--- src/rtl/mem_wb_writeback.sv ---
// Write-back stage: a skid queue sits in front of the register-file write port and bypasses pending results to the ID operands.
// Optional retired-instruction counter enabled by defining WB_RETIRE_CNT_EN.
module mem_wb_writeback #(
    parameter int DATA_W = 32,
    parameter int ADDR_W = 5,
    parameter int DEPTH  = 2
) (
    input  logic              clk,
    input  logic              rst,
    input  logic              in_valid,
    output logic              in_ready,
    input  logic              RegWrite_in,
    input  logic              MemtoReg_in,
    input  logic [DATA_W-1:0] ALU_result_in,
    input  logic [DATA_W-1:0] MemData_in,
    input  logic [ADDR_W-1:0] RdAddr_in,
    output logic              rf_we,
    output logic [ADDR_W-1:0] rf_waddr,
    output logic [DATA_W-1:0] rf_wdata,
    input  logic              rf_ready,
    input  logic [ADDR_W-1:0] RsAddr,
    input  logic [ADDR_W-1:0] RtAddr,
    input  logic [DATA_W-1:0] RsData_rf,
    input  logic [DATA_W-1:0] RtData_rf,
    output logic [DATA_W-1:0] RsData_fwd,
    output logic [DATA_W-1:0] RtData_fwd,
    output logic [31:0]       retire_cnt
);
    localparam int PW = $clog2(DEPTH);
    localparam int CW = PW + 1;

    typedef struct packed {
        logic [ADDR_W-1:0] waddr;
        logic [DATA_W-1:0] wdata;
    } wb_entry_t;

    wb_entry_t     q [DEPTH];
    logic [PW-1:0] head, tail;
    logic [CW-1:0] count;
    logic          accept, push, pop;

    assign in_ready = (count != CW'(DEPTH));
    assign accept   = in_valid & in_ready;
    // Non-writers and $0 targets complete the handshake but never occupy a slot.
    assign push     = accept & RegWrite_in & (RdAddr_in != '0);
    assign pop      = rf_we & rf_ready;

    always_ff @(posedge clk) begin
        if (push) begin
            q[tail].waddr <= RdAddr_in;
            q[tail].wdata <= MemtoReg_in ? MemData_in : ALU_result_in;
        end
    end

    always_ff @(posedge clk) begin
        if (rst) begin
            head  <= '0;
            tail  <= '0;
            count <= '0;
        end else begin
            if (push) tail <= tail + 1'b1;
            if (pop)  head <= head + 1'b1;
            case ({push, pop})
                2'b10:   count <= count + 1'b1;
                2'b01:   count <= count - 1'b1;
                default: count <= count;
            endcase
        end
    end

    always_comb begin
        rf_we    = 1'b0;
        rf_waddr = '0;
        rf_wdata = '0;
        if (count != '0) begin
            rf_we    = 1'b1;
            rf_waddr = q[head].waddr;
            rf_wdata = q[head].wdata;
        end
    end

    // Walk oldest to youngest so the last match (the newest value) wins.
    always_comb begin
        RsData_fwd = RsData_rf;
        RtData_fwd = RtData_rf;
        for (int i = 0; i < DEPTH; i++) begin
            if (CW'(i) < count) begin
                if (RsAddr != '0 && q[head + PW'(i)].waddr == RsAddr)
                    RsData_fwd = q[head + PW'(i)].wdata;
                if (RtAddr != '0 && q[head + PW'(i)].waddr == RtAddr)
                    RtData_fwd = q[head + PW'(i)].wdata;
            end
        end
    end

`ifdef WB_RETIRE_CNT_EN
    logic [31:0] cnt;

    always_ff @(posedge clk) begin
        if (rst)         cnt <= '0;
        else if (accept) cnt <= cnt + 32'd1;
    end

    assign retire_cnt = cnt;
`else
    assign retire_cnt = '0;
`endif

endmodule

--- config.mk ---
export PLATFORM = sky130hd
export DESIGN_NAME = mem_wb_writeback
export DESIGN_NICKNAME = d
export VERILOG_FILES = /design/src/rtl/mem_wb_writeback.sv
export SDC_FILE = /design/constraint.sdc
export NUM_CORES = 1
export LEC_CHECK = 0
export ABC_AREA = 1
export BUFFER_PORTS_ARGS = -buffer_cell sky130_fd_sc_hd__clkbuf_2
export CORE_MARGIN = 2
export CORE_UTILIZATION = 53
export CTS_CLUSTER_DIAMETER = 30
export DETAILED_ROUTE_END_ITERATION = 10
export GPL_ROUTABILITY_DRIVEN = 0
export GPL_TIMING_DRIVEN = 0
export PLACE_DENSITY = 0.92
export SETUP_SLACK_MARGIN = 0.1
export SYNTH_ARGS = -nofsm -noshare
export SYNTH_HDL_FRONTEND = slang
export SYNTH_SLANG_ARGS = --single-unit
--- constraint.sdc ---
create_clock -name clk -period 6.35 [get_ports clk]
set_input_delay 1.27 -clock clk [delete_from_list [all_inputs] [get_ports clk]]
set_output_delay 1.27 -clock clk [all_outputs]
set_load 0.01 [all_outputs]
---- Word level (Yosys, flattened, before mapping) ----
Memory sizes are Yosys's and may differ from the RTL's. A register that Yosys moved wholly into a read port is not among the register bits.
Index checks and enable logic that the tools add are counted.
Widths: inputs -> output; s select.
word-level totals
  input bits .............................. 149
  logic and storage cells ................. 47
  output and inout port bits .............. 135
  memories ................................ 1
  memory bits (read-only) ................. 0
  RAM bits ................................ 74
  latch bits .............................. 0
  bits in registers ....................... 4
memories
  memory  words  bits a word  read ports  clocked after Yosys merged registers in  wr ports  RTL line  text
  q       2      37           2           1                                        1         37        wb_entry_t q [DEPTH];
operators by class
  shifts and indexed selects .............. 0
  equal/unequal tests ..................... 7
  $lt $le $gt $ge ......................... 2
  reduce and logical (&&, ||, !) cells .... 9
  mux-type cells .......................... 17
  add/sub/neg operators ................... 4
  bitwise gates (word level) .............. 4
  divide/modulo/power cells ............... 0
  multiply operators ...................... 0
operators by type and width
  operator             count
  $mux 32              10
  $eq 5x5->1           4
  $reduce_bool 5->1    3
  $mux 1               5
  $mux 5               1
  $and 1x1->1          4
  $logic_and 1x1->1    4
  $lt 1x2->1 const A   2
  $pmux 2 s2           1
  $reduce_bool 2->1    2
  $add 1x1->1 const B  2
  $add 2x1->2 const B  1
  $eq 2x1->1 const B   1
  $eq 2x2->1 const B   1
  $ne 2x2->1 const B   1
  $sub 2x1->2 const B  1

---- Logic depth before layout (Yosys ltp) ----
  depth after elaboration ................. 6
  gate-level depth with buffers ........... 12
  depth with buffers taken out ............ 10

---- Worst setup path after synthesis ----
Ideal clock, no wire load.
  path kind ............................... input to register
  start point ............................. input RdAddr_in[3]
  end point ............................... memory q[1][0] (netlist bit), enable pin
  stages on the path ...................... 4
  arrival time ............................ 3.112 ns
  setup time .............................. 0.433 ns
  slack ................................... 2.805 ns
  cells stage by stage .................... nor3_1 nand2_1 nand4_1 nor2_1
between the ends
  cells in the longest elaborated chain, start to end .. 4
ends and longest elaborated chain
  item               RTL line  text
  from (decl)        16        input logic [ADDR_W-1:0] RdAddr_in,
  $reduce_bool 5->1  45        assign push = accept & RegWrite_in & (RdAddr_in != '0);
  $and 1x1->1        45
  $mux 1             49        if (push) begin
  $mux 1             51        q[tail].wdata <= MemtoReg_in ? MemData_in : ALU_result_in;
  to (decl)          37
No other way between the ends.

---- Worst setup path in the final report ----
  start point ............................. input RtAddr[4]
  end point ............................... output RtData_fwd[28]
between the ends
  cells in the longest elaborated chain, start to end .. 6
  elaborated cells between the ends (all ways) .. 9
ends and longest elaborated chain
  item                                                    RTL line  text
  from (decl)                                             22        input logic [ADDR_W-1:0] RtAddr,
  $eq 5x5->1 / $reduce_bool 5->1 (equally long branches)  90        if (RtAddr != '0 && q[head + PW'(i)].waddr == RtAddr)
  $logic_and 1x1->1                                       90
  $mux 32                                                 90
  $mux 32                                                 87        if (CW'(i) < count) begin
  $mux 32                                                 90
  $mux 32 (*)                                             87
  to (decl)                                               26        output logic [DATA_W-1:0] RtData_fwd,
Every way passes the cells marked *; elsewhere a longest branch is shown, timed or not.

==> metrics <==
status complete, no violations; dominant cells by area after synthesis edfxtp_1, nand2_1, nand4_1; DRC 0; postcts setup bufs 0; Post-synth ARST share 0; utilization after layout 0.694; CP endpoint kind output port; Cell Area, Synth 6810 um2; largest net degree at the start of global routing 21; post-route insts no fill 1436; WHS 0.564 ns; Placed Area 8470 um2; CTS Buffer Depth 2; core box area 12600 um2; ratio of cells with drive above 1 in the final layout 0.320; # IOs 284; Tot Pwr 2.61 mW; Arr. time, crit path 2.86 ns; worst slew pin tran 0.720 ns; clk sinks 79; fill cell count 1057; DRT iter0 DRCs 1081; clk_lat worst skew 0.33 ns; Max Freq 0.242 GHz; # setup viols final 0; Syn Inst Count 966; Clock Skew 0.00481 ns; initial antenna violation count 0; Post-synth top flop edfxtp_1; warnings from Yosys 0; count of different cell masters after synthesis 30; post-synth top area cell edfxtp_1; Total GRT Usage 0.323; slowest CP cell nor2_2; #FFs+latches synth 79; CTS tree built; Diodes inserted 0; top cell types by occurrence after synthesis nand2_1, inv_1, nand3_1; number of flops mapped to enable cells by yosys 74; setup_tns 0 ns; Crit path largest cell delay 0.38 ns; fin crit period 4.13 ns; Final Net Count 1413; Congestion Overflow GR 0; most common cell in the netlist nand2_1; area delta synth->final 28.0%; die area 13800 um2; Worst IR Drop VDD 207 uV; pwr dens 300 nW/um2; Pre-antenna DRT Iters 9; hold buffer count at cts 0; DR vias 7900; CP Max Fanout 10; Leak 4.58 nW; Tcrit/Tclk final 0.651; post-synthesis sequential area ratio 0.341; Slew Limit Fails 0; clk root buf clkbuf_16; DIE WIDTH 117 um; Via density 5.50; Post-CTS Resized 0; Initial Util 0.542; min-delay worst type register to register; hpwl dp 17500 um; RSZ-0062 raised after global routing false; Routed WL per cell 15.9 um; total of max-cap violations 0; port bufs 250; htree depth 3; Startpoint Class primary input; vias in the first global route 7270; mean post-synth cell area 7.05 um2; max_slew headroom 0.520; Final WS setup 2.22 ns; Routed Wire Length 22800 um; Setup CP Type primary input to output port; Worst R2R Setup Slack 4.18 ns; share of the synthesized area in the top cell type 0.326; Row Count 41; placed cells 1421; clock buffer count from CTS 9; worst slack, placed 2.28 ns; Cell Chain, Critical Path clkbuf_2 -> inv_1 -> nand3_1 -> nand2_1 -> nor2_2 -> nand3_2 -> buf_2 -> nand3_1 -> nand2_1 -> clkbuf_2; clk slew on worst S/H paths 0.06 ns; final non-filler cell area 8720 um2; Hold Fails Final Rpt 0; first-pass GRT wire length 35900 um; Die H 117 um; ANT nets after route 0; Req. time, crit path 5.08 ns
## cells by family (layout without fill, tap and decap cells)
group                    count (synthesis)  after routing  share of synthesized area
AO/OA/AOI/OAI                           80             80                     0.0602
AND/OR/NAND/NOR                        538            538                      0.371
other                                    1             32                   0.000550
multiplexers                            32             32                     0.0529
buffers and inverters                  229            496                      0.163
XOR/XNOR                                 3              3                    0.00386
adder cells (fa/ha/maj)                  4              4                    0.00735
flip-flops                              79             79                      0.341
## final timing paths
check                                       to  cells after the start  startpoint
worst min-delay path                  count[0]                      2    count[0]
worst max register to register        q[1][12]                      6    count[0]
worst min register to register        count[0]                      2    count[0]
worst max-delay path            RtData_fwd[28]                     10   RtAddr[4]
## per-layer routing
layer,GRT usage,share of wire,vias to the layer above
met5,0,0,-
met1,0.404,0.37,3492
met4,0.129,0.029,0
met3,0.0438,0.11,87
met2,0.563,0.49,563
li1,-,-,3758
## area by class of cell
class | count | area, um2 | area share
sequential | 79 | 2320 | 0.266
tap | 172 | 215 | 0.0247
timing repair buffer | 252 | 1310 | 0.150
buffer | 103 | 638 | 0.0732
multi-input combinational | 689 | 3510 | 0.403
clock buffer | 9 | 225 | 0.0258
inverter | 126 | 473 | 0.0542
clock inverter | 6 | 28.8 | 0.00330
## critical path: cells and delay by family
kind	cells	cell delay (ns)
simple gates	6	0.99
buf+inv	4	0.60
## sequential cells by signal (all words and copies together), names as in the netlist, named ones only
register,flops
tail,1
head,1
q,74
count,2
## cell usage in the layout, fill, tap and decap left out
| master | synthesis | final |
|---|---|---|
| nor3_1 | 1 | 1 |
| edfxtp_1 | 74 | 74 |
| o211ai_1 | 1 | 1 |
| conb_1 | 1 | 32 |
| nand3_2 | 3 | 3 |
| nand2_2 | 4 | 4 |
| ha_1 | 4 | 4 |
| a21oi_1 | 5 | 5 |
| clkbuf_1 | 16 | 16 |
| xor2_1 | 3 | 3 |
| nand3_1 | 115 | 115 |
| and2_1 | 1 | 1 |
| nand2_1 | 258 | 258 |
| clkinv_2 | 0 | 5 |
| clkinv_1 | 0 | 1 |
| inv_2 | 2 | 2 |
| o21ai_0 | 65 | 65 |
| mux2_2 | 32 | 32 |
| dfxtp_1 | 5 | 5 |
| clkbuf_2 | 0 | 250 |
| inv_1 | 124 | 124 |
| nor2_4 | 7 | 9 |
| clkbuf_16 | 0 | 9 |
| o21ai_1 | 7 | 7 |
| buf_1 | 5 | 5 |
| buf_6 | 9 | 9 |
| buf_16 | 0 | 2 |
| o21ai_2 | 2 | 2 |
| nor2_2 | 3 | 3 |
| buf_2 | 36 | 36 |
| nand3_4 | 2 | 2 |
| buf_4 | 37 | 37 |
| nand4_1 | 97 | 97 |
| nor3b_1 | 1 | 1 |
| nor2_1 | 46 | 44 |
## power breakdown
| group | leakage [nW] | internal [mW] | switching, mW |
|---|---|---|---|
| logic | 3.73 | 0.467 | 1.06 |
| clock network | 0.132 | 0.257 | 0.184 |
| registers | 0.718 | 0.625 | 0.0211 |
(Power assumes the default switching activity.)
